`src/rtl/alu_operand_stage.sv`:
```
// ID/EX pipeline register with operand forwarding for the ALU inputs.
// Holds one decoded instruction and resolves RAW hazards against the EX/MEM
// and MEM/WB stages, either combinationally on the way out or by capturing a
// writeback into the held operand registers.
module alu_operand_stage #(
  parameter int unsigned XLEN       = 32,
  parameter int unsigned REG_ADDR_W = 5
) (
  input  logic                  clk,
  input  logic                  rst,
  // Decode stage
  input  logic                  id_valid,
  input  logic [REG_ADDR_W-1:0] id_rs1_addr,
  input  logic [REG_ADDR_W-1:0] id_rs2_addr,
  input  logic [REG_ADDR_W-1:0] id_rd_addr,
  input  logic [XLEN-1:0]       id_rs1_data,
  input  logic [XLEN-1:0]       id_rs2_data,
  input  logic [XLEN-1:0]       id_imm,
  input  logic                  id_alu_src,
  input  logic [3:0]            id_alu_control,
  input  logic                  id_reg_write,
  // Hazard unit
  input  logic                  stall,
  input  logic                  flush,
  // EX/MEM forwarding source
  input  logic                  mem_reg_write,
  input  logic [REG_ADDR_W-1:0] mem_rd_addr,
  input  logic [XLEN-1:0]       mem_result,
  // MEM/WB forwarding source
  input  logic                  wb_reg_write,
  input  logic [REG_ADDR_W-1:0] wb_rd_addr,
  input  logic [XLEN-1:0]       wb_result,
  // ALU side
  output logic [XLEN-1:0]       A,
  output logic [XLEN-1:0]       B,
  output logic [3:0]            ALU_control,
  output logic                  ex_valid,
  output logic [REG_ADDR_W-1:0] ex_rd_addr,
  output logic                  ex_reg_write,
  output logic [XLEN-1:0]       ex_store_data,
  output logic [1:0]            fwd_a,
  output logic [1:0]            fwd_b
);

  localparam logic [1:0] FwdReg = 2'b00;
  localparam logic [1:0] FwdWb  = 2'b01;
  localparam logic [1:0] FwdMem = 2'b10;

  localparam logic [REG_ADDR_W-1:0] RegZero = '0;

  // Stage registers
  logic                  r_valid;
  logic                  r_reg_write;
  logic [REG_ADDR_W-1:0] r_rd_addr;
  logic [3:0]            r_alu_control;
  logic [REG_ADDR_W-1:0] r_rs1_addr;
  logic [REG_ADDR_W-1:0] r_rs2_addr;
  logic [XLEN-1:0]       r_rs1_data;
  logic [XLEN-1:0]       r_rs2_data;
  logic [XLEN-1:0]       r_imm;
  logic                  r_alu_src;

  // Next-state values
  logic                  w_valid_d;
  logic                  w_reg_write_d;
  logic [REG_ADDR_W-1:0] w_rd_addr_d;
  logic [3:0]            w_alu_control_d;
  logic [REG_ADDR_W-1:0] w_rs1_addr_d;
  logic [REG_ADDR_W-1:0] w_rs2_addr_d;
  logic [XLEN-1:0]       w_rs1_data_d;
  logic [XLEN-1:0]       w_rs2_data_d;
  logic [XLEN-1:0]       w_imm_d;
  logic                  w_alu_src_d;

  // Writeback / EX-MEM match terms; address 0 never matches
  logic w_wb_wr;
  logic w_mem_wr;
  logic w_wb_hit_id_rs1;
  logic w_wb_hit_id_rs2;
  logic w_wb_hit_rs1;
  logic w_wb_hit_rs2;
  logic w_mem_hit_rs1;
  logic w_mem_hit_rs2;

  // Forwarded operand values
  logic [XLEN-1:0] w_rs1_fwd;
  logic [XLEN-1:0] w_rs2_fwd;

  // Qualify forwarding sources once so the compares below stay readable
  always_comb begin
    w_wb_wr  = wb_reg_write  && (wb_rd_addr  != RegZero);
    w_mem_wr = mem_reg_write && (mem_rd_addr != RegZero);

    w_wb_hit_id_rs1 = w_wb_wr && (wb_rd_addr == id_rs1_addr);
    w_wb_hit_id_rs2 = w_wb_wr && (wb_rd_addr == id_rs2_addr);

    w_wb_hit_rs1  = w_wb_wr  && (wb_rd_addr  == r_rs1_addr);
    w_wb_hit_rs2  = w_wb_wr  && (wb_rd_addr  == r_rs2_addr);
    w_mem_hit_rs1 = w_mem_wr && (mem_rd_addr == r_rs1_addr);
    w_mem_hit_rs2 = w_mem_wr && (mem_rd_addr == r_rs2_addr);
  end

  // Next-state selection: flush beats stall beats load
  always_comb begin
    w_valid_d       = r_valid;
    w_reg_write_d   = r_reg_write;
    w_rd_addr_d     = r_rd_addr;
    w_alu_control_d = r_alu_control;
    w_rs1_addr_d    = r_rs1_addr;
    w_rs2_addr_d    = r_rs2_addr;
    w_rs1_data_d    = r_rs1_data;
    w_rs2_data_d    = r_rs2_data;
    w_imm_d         = r_imm;
    w_alu_src_d     = r_alu_src;

    if (flush) begin
      // Bubble: zero addresses guarantee no forwarding, so A = B = 0
      w_valid_d       = 1'b0;
      w_reg_write_d   = 1'b0;
      w_rd_addr_d     = '0;
      w_alu_control_d = 4'b0000;
      w_rs1_addr_d    = '0;
      w_rs2_addr_d    = '0;
      w_rs1_data_d    = '0;
      w_rs2_data_d    = '0;
      w_imm_d         = '0;
      w_alu_src_d     = 1'b0;
    end else if (stall) begin
      // A writeback landing while we wait must not be lost once WB moves on
      if (w_wb_hit_rs1) begin
        w_rs1_data_d = wb_result;
      end
      if (w_wb_hit_rs2) begin
        w_rs2_data_d = wb_result;
      end
    end else begin
      w_valid_d       = id_valid;
      w_reg_write_d   = id_valid && id_reg_write;
      w_rd_addr_d     = id_rd_addr;
      w_alu_control_d = id_alu_control;
      w_rs1_addr_d    = id_rs1_addr;
      w_rs2_addr_d    = id_rs2_addr;
      w_imm_d         = id_imm;
      w_alu_src_d     = id_alu_src;
      // Register file read happens in the same cycle as the WB write
      w_rs1_data_d    = w_wb_hit_id_rs1 ? wb_result : id_rs1_data;
      w_rs2_data_d    = w_wb_hit_id_rs2 ? wb_result : id_rs2_data;
    end
  end

  // Stage register update with asynchronous clear
  always_ff @(posedge clk or posedge rst) begin
    if (rst) begin
      r_valid       <= 1'b0;
      r_reg_write   <= 1'b0;
      r_rd_addr     <= '0;
      r_alu_control <= 4'b0000;
      r_rs1_addr    <= '0;
      r_rs2_addr    <= '0;
      r_rs1_data    <= '0;
      r_rs2_data    <= '0;
      r_imm         <= '0;
      r_alu_src     <= 1'b0;
    end else begin
      r_valid       <= w_valid_d;
      r_reg_write   <= w_reg_write_d;
      r_rd_addr     <= w_rd_addr_d;
      r_alu_control <= w_alu_control_d;
      r_rs1_addr    <= w_rs1_addr_d;
      r_rs2_addr    <= w_rs2_addr_d;
      r_rs1_data    <= w_rs1_data_d;
      r_rs2_data    <= w_rs2_data_d;
      r_imm         <= w_imm_d;
      r_alu_src     <= w_alu_src_d;
    end
  end

  // Forwarding mux: youngest producer (EX/MEM) wins over MEM/WB
  always_comb begin
    if (w_mem_hit_rs1) begin
      fwd_a     = FwdMem;
      w_rs1_fwd = mem_result;
    end else if (w_wb_hit_rs1) begin
      fwd_a     = FwdWb;
      w_rs1_fwd = wb_result;
    end else begin
      fwd_a     = FwdReg;
      w_rs1_fwd = r_rs1_data;
    end

    if (w_mem_hit_rs2) begin
      fwd_b     = FwdMem;
      w_rs2_fwd = mem_result;
    end else if (w_wb_hit_rs2) begin
      fwd_b     = FwdWb;
      w_rs2_fwd = wb_result;
    end else begin
      fwd_b     = FwdReg;
      w_rs2_fwd = r_rs2_data;
    end
  end

  // ALU-facing outputs; store data always tracks rs2 even for immediate ops
  always_comb begin
    A             = w_rs1_fwd;
    B             = r_alu_src ? r_imm : w_rs2_fwd;
    ex_store_data = w_rs2_fwd;
    ALU_control   = r_alu_control;
    ex_valid      = r_valid;
    ex_rd_addr    = r_rd_addr;
    ex_reg_write  = r_reg_write;
  end

endmodule

```
`config.mk`:
```
export PLATFORM = sky130hd
export DESIGN_NAME = alu_operand_stage
export DESIGN_NICKNAME = d
export VERILOG_FILES = /design/src/rtl/alu_operand_stage.sv
export SDC_FILE = /design/constraint.sdc
export NUM_CORES = 1
export LEC_CHECK = 0
export ABC_AREA = 1
export CAP_MARGIN = 20
export CORE_ASPECT_RATIO = 0.8
export CORE_UTILIZATION = 46
export DETAILED_ROUTE_END_ITERATION = 8
export PLACE_DENSITY = 0.93
export SKIP_LAST_GASP = 1
export SYNTH_ARGS = -nofsm -noshare
export SYNTH_HDL_FRONTEND = slang
export SYNTH_SLANG_ARGS = --single-unit
```
`constraint.sdc`:
```
create_clock -name clk -period 5.6 [get_ports clk]
set_input_delay 1.4 -clock clk [delete_from_list [all_inputs] [get_ports clk]]
set_output_delay 1.4 -clock clk [all_outputs]
set_load 0.05 [all_outputs]
```
==> impl_metrics.py <==
metrics = {
    "floorplan": {
        "initial_utilization_pct": 47.91,
        "die_height_um": 123.3,
        "die_x_um": 153.6,
        "rows": 43,
        "dieArea_um2": 18930,
        "core-area_um2": 17650,
        "ios": 309,
    },
    "logic_synthesis": {
        "syn_area_um2": 8454,
        "syn_inst": 1295,
        "yosys.area_share.simple_pct": 43.85,
        "ys_ff_latch": 118,
        "synth_top_area_cell": "dfrtp_1",
        "netlist.area_leader.share_pct": 34.93,
        "muxShareOfSynthArea_pct": 0,
        "ys.flop_type": "dfrtp_1",
        "synthArstFlopShare_pct": 100.0,
        "synth_compound_area_share_pct": 5.713,
        "ys_seq_area_share_pct": 34.93,
        "synth_fp_nets": 1493,
        "netlist-cell-type-count": 30,
        "synth_xor_area_share_pct": 2.383,
        "ys_top_cells_by_area": "dfrtp_1, nand2_1, nand3_1, inv_1, a22o_1",
        "synthAdderAreaFrac_pct": 0,
        "synth_edf_count": 0,
        "synth_top_family_by_area": "simple AND/OR/NAND/NOR gates",
        "avgSynthCellArea_um2": 6.528,
        "yosys_warnings": 0,
    },
    "setup_path": {
        "crit_required_ns": 4.20,
        "end_kind": "output pin",
        "cp_common_cell": "nand2_1",
        "cp_cell_sequence": "clkdlybuf4s50_1 -> xnor2_1 -> nand2_1 -> nor3_1 -> nand2_2 -> clkinv_1 -> buf_4 -> nand2_1 -> nand2_1 -> buf_4",
        "slowest_delay_ns": 0.54,
        "crit_fanout": 34,
        "start_kind": "primary input",
        "critical_path_class": "in -> out",
        "slowest_stage": "clkdlybuf4s50_1",
        "arrival_ns": 3.72,
    },
    "timing": {
        "slew_violations": 0,
        "hold_violations": 0,
        "worst_pin_slew_ns": 0.8087,
        "finalCritPeriodShare_pct": 91.52,
        "clock_skew_ns": 0.02167,
        "rsz0062_at_grt": "false",
        "setup_tns_ns": 0,
        "min_period_ns": 5.125,
        "clock.fmax_ghz": 0.1951,
        "relSlewSlack_pct": 46.01,
        "setup_viol": 0,
    },
    "cts": {
        "ctsLongestPathBuffers": 2,
        "ctsHoldBuffers": 0,
        "postCtsSetupBuffers": 0,
        "cts_tree": "yes",
        "insertion_delay_ns": 0.43,
        "clock-sinks": 118,
        "clk_pin_slew_ns": 0.06,
        "numCtsBuffers": 17,
        "h-tree-depth": 4,
        "cts_root_buf": "clkbuf_16",
        "cts_resized": 0,
    },
    "final_layout": {
        "area_growth_pct": 42.56,
        "antenna_cells": 0,
        "num-fill-cells": 1476,
        "drive_above_1_share_pct": 12.20,
        "nNetsFinal": 1759,
        "fin_cells": 1799,
    },
    "power": {
        "irDropWorstVdd_v": 0.0001437,
        "total_power_uw": 2972,
        "power.density_nw_per_um2": 246.6,
        "p_leak_uw": 0.006626,
    },
    "drt": {
        "first_pass_iters": 6,
        "viasPerCell": 5.551,
        "vias": 9986,
        "drc": 0,
        "ant_nets": 0,
        "drtIter0Drc": 1096,
        "wirelength_um": 32110,
        "routedWlPerCell_um": 17.85,
    },
    "placement": {
        "place_hpwl_um": 21570,
        "dp.cells": 1767,
        "portBuffers": 308,
        "gp_congestion": 0.8419,
    },
    "global_route": {
        "grt_pass1_wl_um": 49220,
        "globalRouteTotalUtil_pct": 33.79,
        "antenna_found_initial": 0,
        "grt_remaining_overflow": 0,
        "first_global_vias": 9801,
        "grt_max_degree": 118,
    },
    "worst_hold_path": {
        "hp-class": "reg -> reg",
    },
    "status": {
        "status": "finished, final reports clean",
    },
    "job": {
        "cap_violations": 0,
    },
}
sequential cells by signal, indices dropped and copies added (netlist names):
signal / cells
r_imm: 32
r_rs1_data: 32
r_rs2_data: 32
ex_rd_addr: 5
r_rs1_addr: 5
r_rs2_addr: 5
ALU_control: 4
ex_reg_write: 1
ex_valid: 1
r_alu_src: 1
cell usage after synthesis (2+ instances only):
library cell  number
buf_6              6
o21ai_0            5
nand2_1          433
nand3_1          321
inv_2              3
a21oi_2            2
xnor2_1           11
buf_4              6
inv_1            178
and2_1            32
nor2_1            12
buf_1              9
dfrtp_1          118
nand2_2           20
nand3_2            2
nor3_4             3
o22ai_1            2
xor2_1            12
buf_2             32
clkbuf_1          32
a22o_1            46
a21oi_1            2
kinds of logic after synthesis:
| logic type | Yosys count |
|---|---|
| buffers and inverters | 267 |
| DFF | 118 |
| and+or+nand+nor | 828 |
| xor gates and xnor gates | 23 |
| AOI/OAI and AO/OA | 59 |
layout make-up:
class / instances / area, um2 / share of cell area (%)
multi-input combinational: 910 / 4441 / 36.84
timing repair buffer: 332 / 3088 / 25.62
sequential: 118 / 2953 / 24.50
inverter: 182 / 685.7 / 5.689
clock buffer: 18 / 429.2 / 3.561
tap: 225 / 281.5 / 2.336
clock inverter: 14 / 175.2 / 1.453
layer usage:
metal	GRT usage, %	vias to the layer above	wire, um
li1	-	4627	-
met1	40.04	4530	12310
met2	57.78	725	15150
met3	9.954	104	3653
met4	14.06	0	991
met5	0	-	0
worst max-delay path: cells and delay by family:
| family | cells | cell delay [ns] |
|---|---|---|
| buffers and inverters | 4 | 1.30 |
| and+or+nand+nor | 5 | 0.87 |
| xor gates and xnor gates | 1 | 0.13 |
power breakdown:
group          switching [uW]  total [uW]  internal (uW)
logic                     579         907            328
registers                25.3         929            904
clock network             433        1140            704
placed cells by master (no fill, tap or decap), drive strengths merged, types with 2 or more instances in the layout:
| master | instances |
|---|---|
| a21oi | 4 |
| a22o | 46 |
| and2 | 32 |
| buf | 124 |
| bufinv | 3 |
| clkbuf | 18 |
| clkdlybuf4s50 | 208 |
| clkinv | 6 |
| clkinvlp | 3 |
| dfrtp | 118 |
| inv | 184 |
| nand2 | 454 |
| nand3 | 323 |
| nor2 | 13 |
| nor3 | 4 |
| o21ai | 6 |
| o22ai | 2 |
| xnor2 | 11 |
| xor2 | 12 |
stage by stage:
stage / utilization [%] / setup WS [ns] / hold WS, ns / area, um2
detailed placement: 64.88 / 0.5410 / 0.4836 / 11450
global route: 68.30 / 0.3389 / 0.5108 / 12050
global placement: 64.88 / 0.5709 / 0.4803 / 11450
finish: 68.30 / 0.4750 / 0.4967 / 12050
CTS: 68.30 / 0.5289 / 0.5015 / 12050
floorplan: - / 1.071 / 0.4657 / 8454
final timing paths:
path | startpoint | endpoint | slack (ns) | cells after the start
worst max register to register | r_rs1_addr[3] | r_rs1_data[18] | 3.77 | 6
worst min-delay path | ex_reg_write | ex_reg_write | 0.50 | 1
max in group asynchronous | rst | r_rs2_data[4] | 3.31 | 3
worst min register to register | ex_reg_write | ex_reg_write | 0.50 | 1
worst max-delay path | mem_rd_addr[0] | A[29] | 0.48 | 10
min in group asynchronous | rst | r_imm[19] | 1.47 | 2
No activity file was read; power rests on OpenSTA's default activity.
==> edit 1 (same settings) <==
Set the parameter `XLEN` to 28 (it was 32).
--- a/src/rtl/alu_operand_stage.sv
+++ b/src/rtl/alu_operand_stage.sv
@@ -4,5 +4,5 @@
 // writeback into the held operand registers.
 module alu_operand_stage #(
-  parameter int unsigned XLEN       = 32,
+  parameter int unsigned XLEN       = 28,
   parameter int unsigned REG_ADDR_W = 5
 ) (
Interface: changed (8 resized); port bits go from 309 to 277. The function was not compared with the original's and may differ.
==> edit 1 against the unedited design <==
- cell count shrank 10%
- core utilization shrank 1.1 points
- sequential cell count shrank 12
- design area shrank 7.7%
- power shrank 20%
- register-to-register slack lost 0.06 ns
- wire length shrank 8.3%
- global-route usage grew 0.42 points
- setup slack gained 0.090 ns
- area after synthesis shrank 8.1%
- critical endpoint is now B[22]
==> edit 1: results (changes against the unedited design) <==
* Post-synth cell types at 29 (-3.3%)
* PortBufs at 276 (-10%)
* Top cells by area, synth: dfrtp_1 (34%), nand2_1 (19%), nand3_1 (16%)
* Layout cells sized above 1 at 13.1% (+0.86 points)
* Worst-Skew Late Latency at 0.36 ns (-0.07 ns)
* Status: complete, no violations
* Largest regs: r_imm x28, r_rs1_data x28, r_rs2_data x28
* R2r endpoint: r_rs1_data[25]
* Xor and xnor area share after synthesis at 2.59% (+0.21 points)
* Routability congestion estimate at 0.921 (+9.4%)
* Via/cell ratio at 5.57 (+0.38%)
* Final WS setup at 0.565 ns (+0.0901 ns)
* DRT iter0 DRCs at 785 (-28%)
* Hold Path End: r_imm[24]
* Drt wl/cell at 18.2 um (+2.2%)
* Peak VDD IR at 149 uV (+3.9%)
* Largest net degree at the start of global routing at 62 (-47%)
* Critical path arrival at 3.63 ns (-0.09 ns)
* Slowest CP cell: clkdlybuf4s50_1
* Placed Area at 10,800 um^2 (-5.8%)
* Total combinational power at 0.873 mW (-3.7%)
* HPWL reported at the end of detailed placement at 20,800 um (-3.6%)
* Seq/Total Area, Yosys at 34.1% (-0.78 points)
* Hold Crit Class: reg2reg
* Worst-path clk slew at 0.08 ns (+0.02 ns)
* CTS buffer count at 9 (-8)
* Leakage power at 6.00 nW (-9.4%)
* Multiplexer share of the synthesized area at 0% (unchanged)
* Cell depth of the worst flop-to-flop path at 6 (unchanged)
* Layout Skew at 0.0141 ns (-0.00759 ns)
* Relative slew slack at 45.2% (-0.85 points)
* Int Pwr at 1.48 mW (-24%)
* Synth Area in Compound Gates at 5.72% (+0.0058 points)
* Syn Nets at 1,334 (-11%)
* Setup slack, reg-to-reg at 3.71 ns (-0.06 ns)
* Initial antenna violation count at 1 (+1)
* Post-synthesis cell count at 1,156 (-11%)
* R2R Path Start: r_rs1_addr[2]
* Final Hold Slack at 0.505 ns (+0.00825 ns)
* Layout Cells excl Fill at 1,615 (-10%)
* Fill count at 1,317 (-11%)
* Pwr/cell area at 214 nW/um^2 (-13%)
* Vias in the first global route at 8,798 (-10%)
* Worst hold stages at 1 (unchanged)
* Critical path fanouts, max at 28 (-18%)
* Worst slack, placed at 0.624 ns (+0.0830 ns)
* Total GRT Usage at 34.2% (+0.42 points)
* Hold Crit Start: r_imm[24]
* Max incr delay on CP at 0.66 ns (+0.12 ns)
* Global-route wire length before repair at 46,100 um (-6.4%)
* Synth top cells by count: nand2_1 (399), nand3_1 (250), inv_1 (156)
* Clock network power share at 28.3% (-9.9 points)
-- edit 1: cell type report --
class / count / area (um^2) / area share [%]
Inverter: 162 / 611 / 5.49
Timing Repair Buffer: 300 / 3170 / 28.5
Multi-Input combinational cell: 810 / 4100 / 36.8
Clock buffer: 9 / 225 / 2.02
Tap cell: 220 / 275 / 2.47
Clock inverter: 7 / 86.3 / 0.776
Antenna cell: 1 / 2.50 / 0.0225
Sequential cell: 106 / 2650 / 23.8
-- edit 1: per-layer routing --
layer  routed length (um)  vias up  global-route usage (%)
li1                     -     4121                       -
met5                    0        -                       0
met1                11500     4200                    44.0
met2                13700      589                    54.7
met4                 1080        0                    14.6
met3                 3190       89                    8.26
-- edit 1: worst max-delay path by stage --
stage,start,endpoint
after detailed placement,wb_rd_addr[2],B[1]
after global routing,wb_rd_addr[3],B[1]
after global placement,wb_rd_addr[0],B[1]
after CTS,wb_rd_addr[2],B[1]
final,wb_rd_addr[2],B[22]
after floorplan,wb_rd_addr[0],fwd_a[0]
==> edit 2 (same flow settings) <==
Without the edit above. Make the reset (`rst`) synchronous in one clocked block. Comments in the files are not updated.
--- a/src/rtl/alu_operand_stage.sv
+++ b/src/rtl/alu_operand_stage.sv
@@ -150,5 +150,5 @@
 
   // Stage register update with asynchronous clear
-  always_ff @(posedge clk or posedge rst) begin
+  always_ff @(posedge clk) begin
     if (rst) begin
       r_valid       <= 1'b0;
Function: differs if rst is asserted again (counterexample within 4 cycles, from zero or initial values and one cycle with rst high); with rst held inactive, the same outputs for 4 cycles.
==> edit 2 against the unedited design <==
- setup slack got worse by 0.25 ns
- sequential share of layout area decreased by 4.0 points
- critical path type unchanged
- design area decreased by 4.5%
- count of clock-buffer cells in the layout increased by 2
- area after synthesis is 4.1% lower
- clock skew shrank 0.012 ns
- wire length shrank 3.3%
- largest power group unchanged
- power is 6.8% lower
- sequential cell count unchanged
- critical endpoint is now ex_store_data[24]
==> edit 2: results (changes against the unedited design) <==
* R2r endpoint: r_rs2_data[27]
* Ys flop type: dfxtp_1
* Critical path arrival at 3.97 ns (+0.25 ns)
* Hold Path End: r_imm[0]
* DRT iter0 DRCs at 895 (-18%)
* Max incr delay on CP at 0.66 ns (+0.12 ns)
* Post-synthesis cell count at 1,353 (+4.5%)
* Seq pwr at 0.888 mW (-4.4%)
* Sw frac at 32.4% (-2.5 points)
* Worst hold stages at 2 (+1)
* Status: complete, no violations
* Total GRT Usage at 33.5% (-0.26 points)
* Leakage power at 5.39 nW (-19%)
* Top cells by area, synth: dfxtp_1 (29%), nand2_1 (23%), nand3_1 (14%)
* Placed Area at 10,900 um^2 (-4.7%)
* Layout Cells excl Fill at 1,835 (+2.0%)
* CP delay by family, top: simple AND/OR/NAND/NOR gates
* Layout Skew at 0.00953 ns (-0.0121 ns)
* Register area at 2360 um^2 (-20%)
* Max Freq at 0.186 GHz (-4.6%)
* Worst setup path startpoint: wb_rd_addr[0]
* Cell depth of the worst flop-to-flop path at 8 (+2)
* Layout cells sized above 1 at 12.8% (+0.60 points)
* Fill count at 1,499 (+1.6%)
* M3 GR Usage at 7.96% (-2.0 points)
* Vias in the first global route at 9,431 (-3.8%)
* Peak VDD IR at 182 uV (+27%)
* Inst Count DP at 1,803 (+2.0%)
==> edit 2: cell count changes in the layout (fill, tap and decap cells not counted), sizes merged, moves of 31 or more <==
cell | unedited run | this run
inv | 184 | 40
nor2 | 13 | 146
dfrtp | 118 | 0
dfxtp | 0 | 118
nand3 | 323 | 230
nand2 | 454 | 531
a21oi | 4 | 54
a22o | 46 | 0
o21a | 0 | 32
nand4 | 1 | 32
==> edit 2: kinds of logic (layout without fill, tap and decap cells) <==
| logic type | after synthesis | after routing | share of synthesized area, % |
|---|---|---|---|
| xor gates and xnor gates | 29 | 29 | 3.13 |
| buffers and inverters | 144 | 401 | 8.58 |
| AOI/OAI and AO/OA | 89 | 89 | 6.48 |
| and+or+nand+nor | 973 | 973 | 52.7 |
| DFF | 118 | 118 | 29.1 |
==> edit 2: final cells by class <==
type	count	share of cell area [%]
clock inverters	12	1.34
clock buffers	20	3.88
well taps	225	2.45
multi-input cells	1091	44.1
flip-flops and latches	118	20.5
inverters	40	1.30
repair buffers	329	26.4
